`src/rtl/hpc3_rand_source.sv`:
```
// Mask-randomness supplier for the 4-share HPC3 multiplier: a 128-bit LFSR
// advanced 96 steps per transfer, seeded over a 32-bit stream with warm-up and periodic reseed.
module hpc3_rand_source #(
    parameter int unsigned WARMUP_CYC      = 4,
    parameter int unsigned RESEED_INTERVAL = 1024
) (
    input  logic        clk,
    input  logic        rst_n,
    input  logic [31:0] seed_data,
    input  logic        seed_valid,
    output logic        seed_ready,
    input  logic        rnd_ready,
    output logic        rnd_valid,
    output logic [7:0]  r01,
    output logic [7:0]  r02,
    output logic [7:0]  r03,
    output logic [7:0]  r12,
    output logic [7:0]  r13,
    output logic [7:0]  r23,
    output logic [7:0]  p01,
    output logic [7:0]  p02,
    output logic [7:0]  p03,
    output logic [7:0]  p12,
    output logic [7:0]  p13,
    output logic [7:0]  p23,
    output logic        reseed_req,
    output logic [15:0] xfer_cnt
);

    localparam int unsigned STATE_W   = 128;
    localparam int unsigned MASK_W    = 96;
    localparam int unsigned SHADOW_W  = 96;
    localparam int unsigned ADV_STEPS = 96;
    localparam int unsigned XFER_W    = 16;
    localparam int unsigned WARM_W    = (WARMUP_CYC > 1) ? $clog2(WARMUP_CYC) : 1;
    localparam logic [WARM_W-1:0] WARM_LAST =
        WARM_W'((WARMUP_CYC > 0) ? WARMUP_CYC - 1 : 0);
    localparam logic [31:0] RESEED_LAST =
        32'((RESEED_INTERVAL > 0) ? RESEED_INTERVAL - 1 : 0);
    localparam bit WARM_EN   = (WARMUP_CYC != 0);
    localparam bit RESEED_EN = (RESEED_INTERVAL != 0);

    typedef enum logic [1:0] {
        ST_SEED   = 2'd0,
        ST_WARMUP = 2'd1,
        ST_RUN    = 2'd2
    } state_t;

    state_t               state_q, state_d;
    logic [STATE_W-1:0]   s_q, s_d;
    logic [SHADOW_W-1:0]  shadow_q, shadow_d;
    logic [1:0]           beat_q, beat_d;
    logic [WARM_W-1:0]    warm_q, warm_d;
    logic [XFER_W-1:0]    xfer_q, xfer_d;
    logic                 rnd_valid_q;
    logic                 in_seed_q;
    logic [MASK_W-1:0]    mask_q;

    // 96 Fibonacci steps unrolled into one combinational advance.
    function automatic logic [STATE_W-1:0] adv(input logic [STATE_W-1:0] x);
        logic [STATE_W-1:0] t;
        t = x;
        for (int unsigned i = 0; i < ADV_STEPS; i++) begin
            t = {t[STATE_W-2:0], t[127] ^ t[28] ^ t[26] ^ t[1]};
        end
        return t;
    endfunction

    // An all-zero state would lock the LFSR; substitute 1.
    function automatic logic [STATE_W-1:0] zguard(input logic [STATE_W-1:0] x);
        return (x == '0) ? STATE_W'(1) : x;
    endfunction

    always_comb begin
        state_d  = state_q;
        s_d      = s_q;
        shadow_d = shadow_q;
        beat_d   = beat_q;
        warm_d   = warm_q;
        xfer_d   = xfer_q;
        unique case (state_q)
            ST_SEED: begin
                if (seed_valid) begin
                    beat_d = beat_q + 2'd1;
                    unique case (beat_q)
                        2'd0: shadow_d[31:0]  = seed_data;
                        2'd1: shadow_d[63:32] = seed_data;
                        2'd2: shadow_d[95:64] = seed_data;
                        default: begin
                            // Final beat is mixed in directly rather than via the shadow.
                            s_d     = zguard(s_q ^ {seed_data, shadow_q});
                            state_d = WARM_EN ? ST_WARMUP : ST_RUN;
                        end
                    endcase
                end
            end
            ST_WARMUP: begin
                s_d = adv(s_q);
                if (warm_q == WARM_LAST) begin
                    warm_d  = '0;
                    state_d = ST_RUN;
                end else begin
                    warm_d = warm_q + WARM_W'(1);
                end
            end
            ST_RUN: begin
                if (rnd_ready) begin
                    s_d = adv(s_q);
                    if (xfer_q != 16'hFFFF) xfer_d = xfer_q + 16'd1;
                    if (RESEED_EN && (32'(xfer_q) == RESEED_LAST)) begin
                        state_d = ST_SEED;
                        xfer_d  = '0;
                        beat_d  = '0;
                    end
                end
            end
            default: state_d = ST_SEED;
        endcase
    end

    // Status and masks are registered from next-state values so they align with the state.
    always_ff @(posedge clk or negedge rst_n) begin
        if (!rst_n) begin
            state_q     <= ST_SEED;
            s_q         <= '0;
            shadow_q    <= '0;
            beat_q      <= '0;
            warm_q      <= '0;
            xfer_q      <= '0;
            rnd_valid_q <= 1'b0;
            in_seed_q   <= 1'b1;
            mask_q      <= '0;
        end else begin
            state_q     <= state_d;
            s_q         <= s_d;
            shadow_q    <= shadow_d;
            beat_q      <= beat_d;
            warm_q      <= warm_d;
            xfer_q      <= xfer_d;
            rnd_valid_q <= (state_d == ST_RUN);
            in_seed_q   <= (state_d == ST_SEED);
            mask_q      <= (state_d == ST_RUN) ? s_d[MASK_W-1:0] : '0;
        end
    end

    assign rnd_valid  = rnd_valid_q;
    assign seed_ready = in_seed_q;
    assign reseed_req = in_seed_q;
    assign xfer_cnt   = xfer_q;

    assign r01 = mask_q[7:0];
    assign r02 = mask_q[15:8];
    assign r03 = mask_q[23:16];
    assign r12 = mask_q[31:24];
    assign r13 = mask_q[39:32];
    assign r23 = mask_q[47:40];
    assign p01 = mask_q[55:48];
    assign p02 = mask_q[63:56];
    assign p03 = mask_q[71:64];
    assign p12 = mask_q[79:72];
    assign p13 = mask_q[87:80];
    assign p23 = mask_q[95:88];

endmodule

```
`config.mk`:
```
export PLATFORM = sky130hd
export DESIGN_NAME = hpc3_rand_source
export DESIGN_NICKNAME = d
export VERILOG_FILES = /design/src/rtl/hpc3_rand_source.sv
export SDC_FILE = /design/constraint.sdc
export NUM_CORES = 1
export LEC_CHECK = 0
export BUFFER_PORTS_ARGS = -buffer_cell sky130_fd_sc_hd__buf_2
export CAP_MARGIN = 15
export CORE_MARGIN = 2
export CORE_UTILIZATION = 60
export CTS_BUF_LIST = sky130_fd_sc_hd__clkbuf_4 sky130_fd_sc_hd__clkbuf_8
export CTS_CLUSTER_SIZE = 28
export DETAILED_ROUTE_END_ITERATION = 7
export GPL_ROUTABILITY_DRIVEN = 1
export GPL_TIMING_DRIVEN = 1
export PLACE_DENSITY_LB_ADDON = 0.15
export SYNTH_ARGS = -nofsm -noshare
export SYNTH_HDL_FRONTEND = slang
export SYNTH_SLANG_ARGS = --single-unit
```
`constraint.sdc`:
```
create_clock -name clk -period 6.3 [get_ports clk]
set_clock_uncertainty 0.15 [all_clocks]
set_input_delay 0.63 -clock clk [delete_from_list [all_inputs] [get_ports clk]]
set_output_delay 0.63 -clock clk [all_outputs]
set_load 0.02 [all_outputs]
```
* Word-level counts from Yosys, hierarchy flattened *
Cells that the tools add are included.

storage, ports and cells
  output and inout bits = 115
  input bits = 36
  register bits = 344
  logic and storage cells = 349

cells by class
  eq/ne operators = 12
  multiplexer cells = 19
  add/sub/neg operators = 3
  bitwise operators = 289
  reductions and logical operators = 14

operators with widths
  kind                                                                      number
  128-bit 2-to-1 mux                                                        4
  128-bit one-hot mux with 3 select lines                                   1
  1-bit bitwise XOR                                                         288
  128-bit zero test                                                         1
  128-bit bitwise XOR                                                       1
  96-bit 2-to-1 mux                                                         1
  16-bit 2-to-1 mux                                                         2
  2-bit 2-to-1 mux                                                          9
  16-bit by 1-bit adder with 16-bit output (second input constant)          1
  16-bit by 10-bit equality test with 1-bit output (second input constant)  1
  16-bit != test (second input constant)                                    1
  3-bit AND reduction                                                       4
  2-bit equality test (second input constant)                               4
  2-bit != test (second input constant)                                     4
  4-bit AND reduction                                                       2
  2-bit zero test                                                           3
  2-bit one-hot mux with 3 select lines                                     1
  2-bit by 1-bit adder with 2-bit output (second input constant)            2
  2-bit by 1-bit equality test with 1-bit output (second input constant)    2
  2-bit one-hot mux with 2 select lines                                     1
  2-bit nonzero test                                                        2
  3-bit nonzero test                                                        1
  3-bit OR reduction                                                        1

* Logic depth before layout (Yosys ltp) *
  depth after elaboration = 53
  gate-level depth with buffers = 12
  mapped depth without buffers = 10

* Worst setup path after synthesis *
OpenSTA, ideal clock, no wires.

  path type = register -> register
  start = reg s_q[110]
  end = reg mask_q[9]
  slack = 2.334 ns
  data arrival time = 3.697 ns
  stages on the path, launching flop included = 10
  data required time = 6.031 ns
  library setup time = 0.119 ns
  cell sequence = dfrtp_1 xnor3_2 xor2_4 xor3_2 xnor3_2 xnor3_2 xor2_4 xnor3_1 a221o_1 and2_1

between the ends
  cells in the longest elaborated chain, start to end = 29
  elaborated cells on any way between the ends = 97

ends and longest elaborated chain
  element                                      RTL line  RTL
  start, declared                              50        logic [STATE_W-1:0] s_q, s_d;
  start signal, assigned                       125       s_q <= '0;
  start signal, assigned                       135       s_q <= s_d;
  1-bit bitwise XOR (26 in a row)              64        t = {t[STATE_W-2:0], t[127] ^ t[28] ^ t[26] ^ t[1]};
  128-bit 2-to-1 mux                           107       if (rnd_ready) begin
  128-bit one-hot mux with 3 select lines (*)  81        unique case (state_q)
  named net s_d[9]                             50
  96-bit 2-to-1 mux (*)                        142       mask_q <= (state_d == ST_RUN) ? s_d[MASK_W-1:0] : '0;
  end signal, assigned                         142
  end, declared                                57        logic [MASK_W-1:0] mask_q;

The timed path passes the listed nets; every way through them passes the cells marked *. The select of a mux whose other input is x is not followed.
A chain may end at the register's enable or synchronous reset.

* Final worst setup path *
  start = reg s_q[13]
  end = reg mask_q[0]

between the ends
  cells in the longest elaborated chain, start to end = 46
  elaborated cells on any way between the ends = 126

ends and longest elaborated chain
  element                                      RTL line
  1-bit bitwise XOR (43 in a row)              64
  128-bit 2-to-1 mux                           107
  128-bit one-hot mux with 3 select lines (*)  81
  named net s_d[0]                             50
  96-bit 2-to-1 mux (*)                        142

Marked as above.

==> impl_results.md <==
- # H-tree levels: 2
- Setup WS post-layout: 1.52 ns
- Initial antenna violation count: 1
- Overflow after GRT: 0
- Cell with the largest stage delay on the worst path: xnor3_1
- Total iterations of the first detailed-routing run: 6
- Clock Latency Late Sink: 0.65 ns
- Outcome: completed
- Layout cells sized above 1: 18.4%
- Via count: 15300
- Finished Cell Area: 0.0222 sq mm
- DP HPWL: 49200 um
- Final hold violation count: 0
- Critical path endpoint category: flop
- Clock Path Buffers: 3
- Seq/Total Area, Yosys: 43.2%
- CP Capture Point: mask_q[0]
- Syn-to-layout area delta: 11.4%
- Post-Place Worst Slack: 1.65 ns
- Mapped Cells: 1855
- Total CTS buffers: 57
- Syn Nets: 1897
- PwrDens: 210 mW/mm^2
- Drc violations: 0
- CTS clk-pin slew, worst paths: 0.06 ns
- Worst path max stage delay: 0.69 ns
- Type of the worst setup path: flop to flop
- Final WL: 68100 um
- Adder-Cell Fraction of Synth Area: 0.377%
- Clock Sink Count: 344
- Cell variety after synth: 51
- Synth warn: 0
- Mean Syn Cell Area: 10.7 sq um
- Crit-path cells: xnor3_1 -> xnor2_2 -> xnor2_1 -> xnor2_1 -> xnor3_1 -> xnor3_2 -> xnor3_1 -> a211o_1 -> and2_1
- Worst path required time: 6.68 ns
- Reg2reg start: s_q[13]
- Max VDD drop: 0.000215 V
- Io pins: 151
- RSZ-0062 raised after global routing: no
- CP Data Arrival Time: 5.16 ns
- Global Route Usage Sum: 39.9%
- Pins over their slew limit: 0
- Worst reg2reg setup slack: 1.52 ns
- Max FO, Critical Path: 7
- ANT nets after route: 0
- Post-synthesis simple-gate area fraction: 11.7%
- Fin crit share: 75.8%
- Crit path buf inv count: 0
- Pleak: 10.8 nW
- R2r worst-path depth: 9
- Largest family of logic cells by synthesized area: XOR/XNOR gates
- Hold Path Class: primary input to flop
- Reg-to-reg endpoint: mask_q[0]
- Total negative slack: 0 ns
- Vias/cell: 6.25
- GPL Wtd Cong: 1.02
- Fin crit period: 4.78 ns
- Die width: 186 um
- Die Height: 186 um
- Peak Freq: 209 MHz
- Worst setup path startpoint: s_q[13]
- Nets: 1990
- Synth Cell Area: 0.0199 sq mm
- Post-synthesis compound-gate area fraction: 10.8%
- Antenna Diode Count: 0
- Rows: 66
- Mux cell area share after synthesis: 3.16%
- TritonCTS clock tree: yes
- Global-route wire length before repair: 98100 um
- Max-slew headroom: 33.1%
- Crit-path leading delay family: XOR/XNOR gates
- #FFs+latches synth: 344
- Port Buffer Count: 150
- Post-synthesis xor/xnor area fraction: 27.0%
- Vias in the first global route: 14700
- Largest net degree at the start of global routing: 153
- DR WL/cell: 27.9 um
- Core Area: 0.0326 sq mm
- Max Cap Viol: 0
- Clock root buffer: clkbuf_8
- CP Launch Type: flop
- Final Setup Violations: 0
- Pwr Total: 4.66 mW
- Critical Path Stages: 9
- Hold-critical path depth: 3
- Post-placement cell area: 0.0209 sq mm
- Starting density of the core: 61.1%
- Setup Fix Bufs, Post-CTS: 0
- Iteration-0 DRC count of the detailed router: 1880
- Slew @ Worst Pin: 1.00 ns
- Most common cell on crit path: xnor3_1
- Die area: 0.0347 sq mm
-- area by class of cell --
| cell class | count | area [sq um] |
|---|---|---|
| multi-input cells | 1320 | 10600 |
| fillers | 2497 | 10400 |
| flip-flops and latches | 344 | 8610 |
| clock buffers | 98 | 1200 |
| repair buffers | 171 | 946 |
| well taps | 442 | 553 |
| inverters | 54 | 203 |
| clock inverters | 10 | 80.1 |
-- cell usage after synthesis, drive strengths merged --
master / count / share of area [%]
nand2: 195 / 3.7
a21oi: 9 / 0.23
a221o: 49 / 2.5
a22oi: 3 / 0.11
inv: 54 / 1.0
xnor3: 57 / 6.5
mux2i: 1 / 0.050
a32oi: 1 / 0.044
or2: 2 / 0.063
xor2: 210 / 9.5
and2: 95 / 3.0
and3: 5 / 0.16
a21o: 1 / 0.038
nor2b: 1 / 0.031
xnor2: 207 / 9.6
dfrtp: 343 / 43
o311ai: 43 / 1.9
nor4: 35 / 1.1
nor2: 23 / 0.43
nor3: 5 / 0.13
a31oi: 2 / 0.063
o211a: 1 / 0.050
o221ai: 29 / 1.3
buf: 18 / 0.46
nand3: 8 / 0.20
nand4: 14 / 0.44
o21ai: 179 / 4.5
and4: 2 / 0.088
dlygate4sd1: 1 / 0.044
clkbuf: 118 / 2.2
a211o: 1 / 0.044
nand2b: 16 / 0.50
ha: 6 / 0.38
dfstp: 1 / 0.13
o22ai: 2 / 0.063
xor3: 12 / 1.4
a22o: 1 / 0.044
or3: 2 / 0.063
mux2: 55 / 3.1
nor3b: 48 / 1.8
-- registers in the layout (all words and copies together), names as in the netlist --
register and cells:
xfer_cnt 16, rnd_valid 1, warm_q 2, reseed_req 1, mask_q 96, state_q 2, s_q 128, beat_q 2
shadow_q 96
-- report_power, final --
part	switching, mW	internal, mW	leakage, nW	total [mW]
logic	0.176	0.0557	5.55	0.232
clock network	0.944	1.24	0.687	2.18
registers	0.0196	2.23	4.54	2.25
total	1.14	3.52	10.8	4.66
-- tightest hold or removal path, stage by stage --
cell and delay, ns:
buf_2 0.16, nand2_1 0.07, o21ai_0 0.06
-- metrics by stage --
| step | std cells | util (%) | hold WS [ns] |
|---|---|---|---|
| floorplan | 1855 | - | 0.184 |
| global placement | 2330 | 64.1 | 0.343 |
| detailed placement | 2330 | 64.1 | 0.351 |
| CTS | 2439 | 68.1 | 0.158 |
| global route | 2439 | 68.1 | 0.185 |
| finish | 2439 | 68.1 | 0.181 |
-- cells by family (layout without fill, tap and decap cells) --
kind of cell | count (synthesis) | count (layout)
AO/OA/AOI/OAI | 321 | 321
buffers and inverters | 191 | 333
XOR/XNOR | 486 | 486
adder cells (fa/ha/maj) | 6 | 6
AND/OR/NAND/NOR | 451 | 451
flip-flops | 344 | 344
multiplexers | 56 | 56
-- worst min path at each step --
stage                               to          start
after floorplan              beat_q[0]          rst_n
after CTS                 shadow_q[95]  seed_data[31]
after global placement    xfer_cnt[11]   xfer_cnt[11]
after detailed placement     warm_q[1]      warm_q[1]
after global routing      shadow_q[68]   seed_data[4]
final                     shadow_q[47]  seed_data[15]
-- routing by layer --
| layer | global-route usage [%] | vias up | share of wire [%] |
|---|---|---|---|
| met1 | 55.0 | 7634 | 40 |
| met2 | 60.8 | 908 | 45 |
| li1 | - | 6533 | - |
| met5 | 0 | - | 0 |
| met3 | 7.83 | 176 | 9.9 |
| met4 | 19.8 | 0 | 5.2 |
-- what timing repair did --
| action | 4_1_cts | 5_1_grt |
|---|---|---|
| endpoints found under the hold margin | 50 | 0 |
| hold buffers | 1 | 0 |
| gates resized for setup | 0 | 0 |
-- layout by cell type (no fill, tap or decap), types with 3 or more instances in the layout --
cell type | netlist | layout
a21oi_1 | 9 | 9
a221o_1 | 48 | 48
and2_1 | 95 | 95
and3_1 | 5 | 3
buf_2 | 8 | 149
buf_4 | 4 | 18
clkbuf_4 | 0 | 23
clkbuf_8 | 0 | 75
clkinv_2 | 0 | 7
dfrtp_1 | 343 | 343
ha_1 | 6 | 6
inv_1 | 54 | 53
mux2_2 | 55 | 55
nand2_1 | 195 | 195
nand2b_1 | 16 | 16
nand3_1 | 8 | 8
nand4_1 | 14 | 14
nor2_1 | 23 | 22
nor3_1 | 5 | 4
nor3b_1 | 48 | 48
nor4_1 | 35 | 35
o21ai_0 | 178 | 178
o221ai_1 | 29 | 29
o311ai_0 | 42 | 42
xnor2_1 | 198 | 198
xnor2_2 | 6 | 6
xnor2_4 | 3 | 3
xnor3_1 | 49 | 49
xnor3_2 | 8 | 8
xor2_1 | 206 | 206
xor3_1 | 11 | 11
Note: power is estimated with default switching activity, not from simulation.
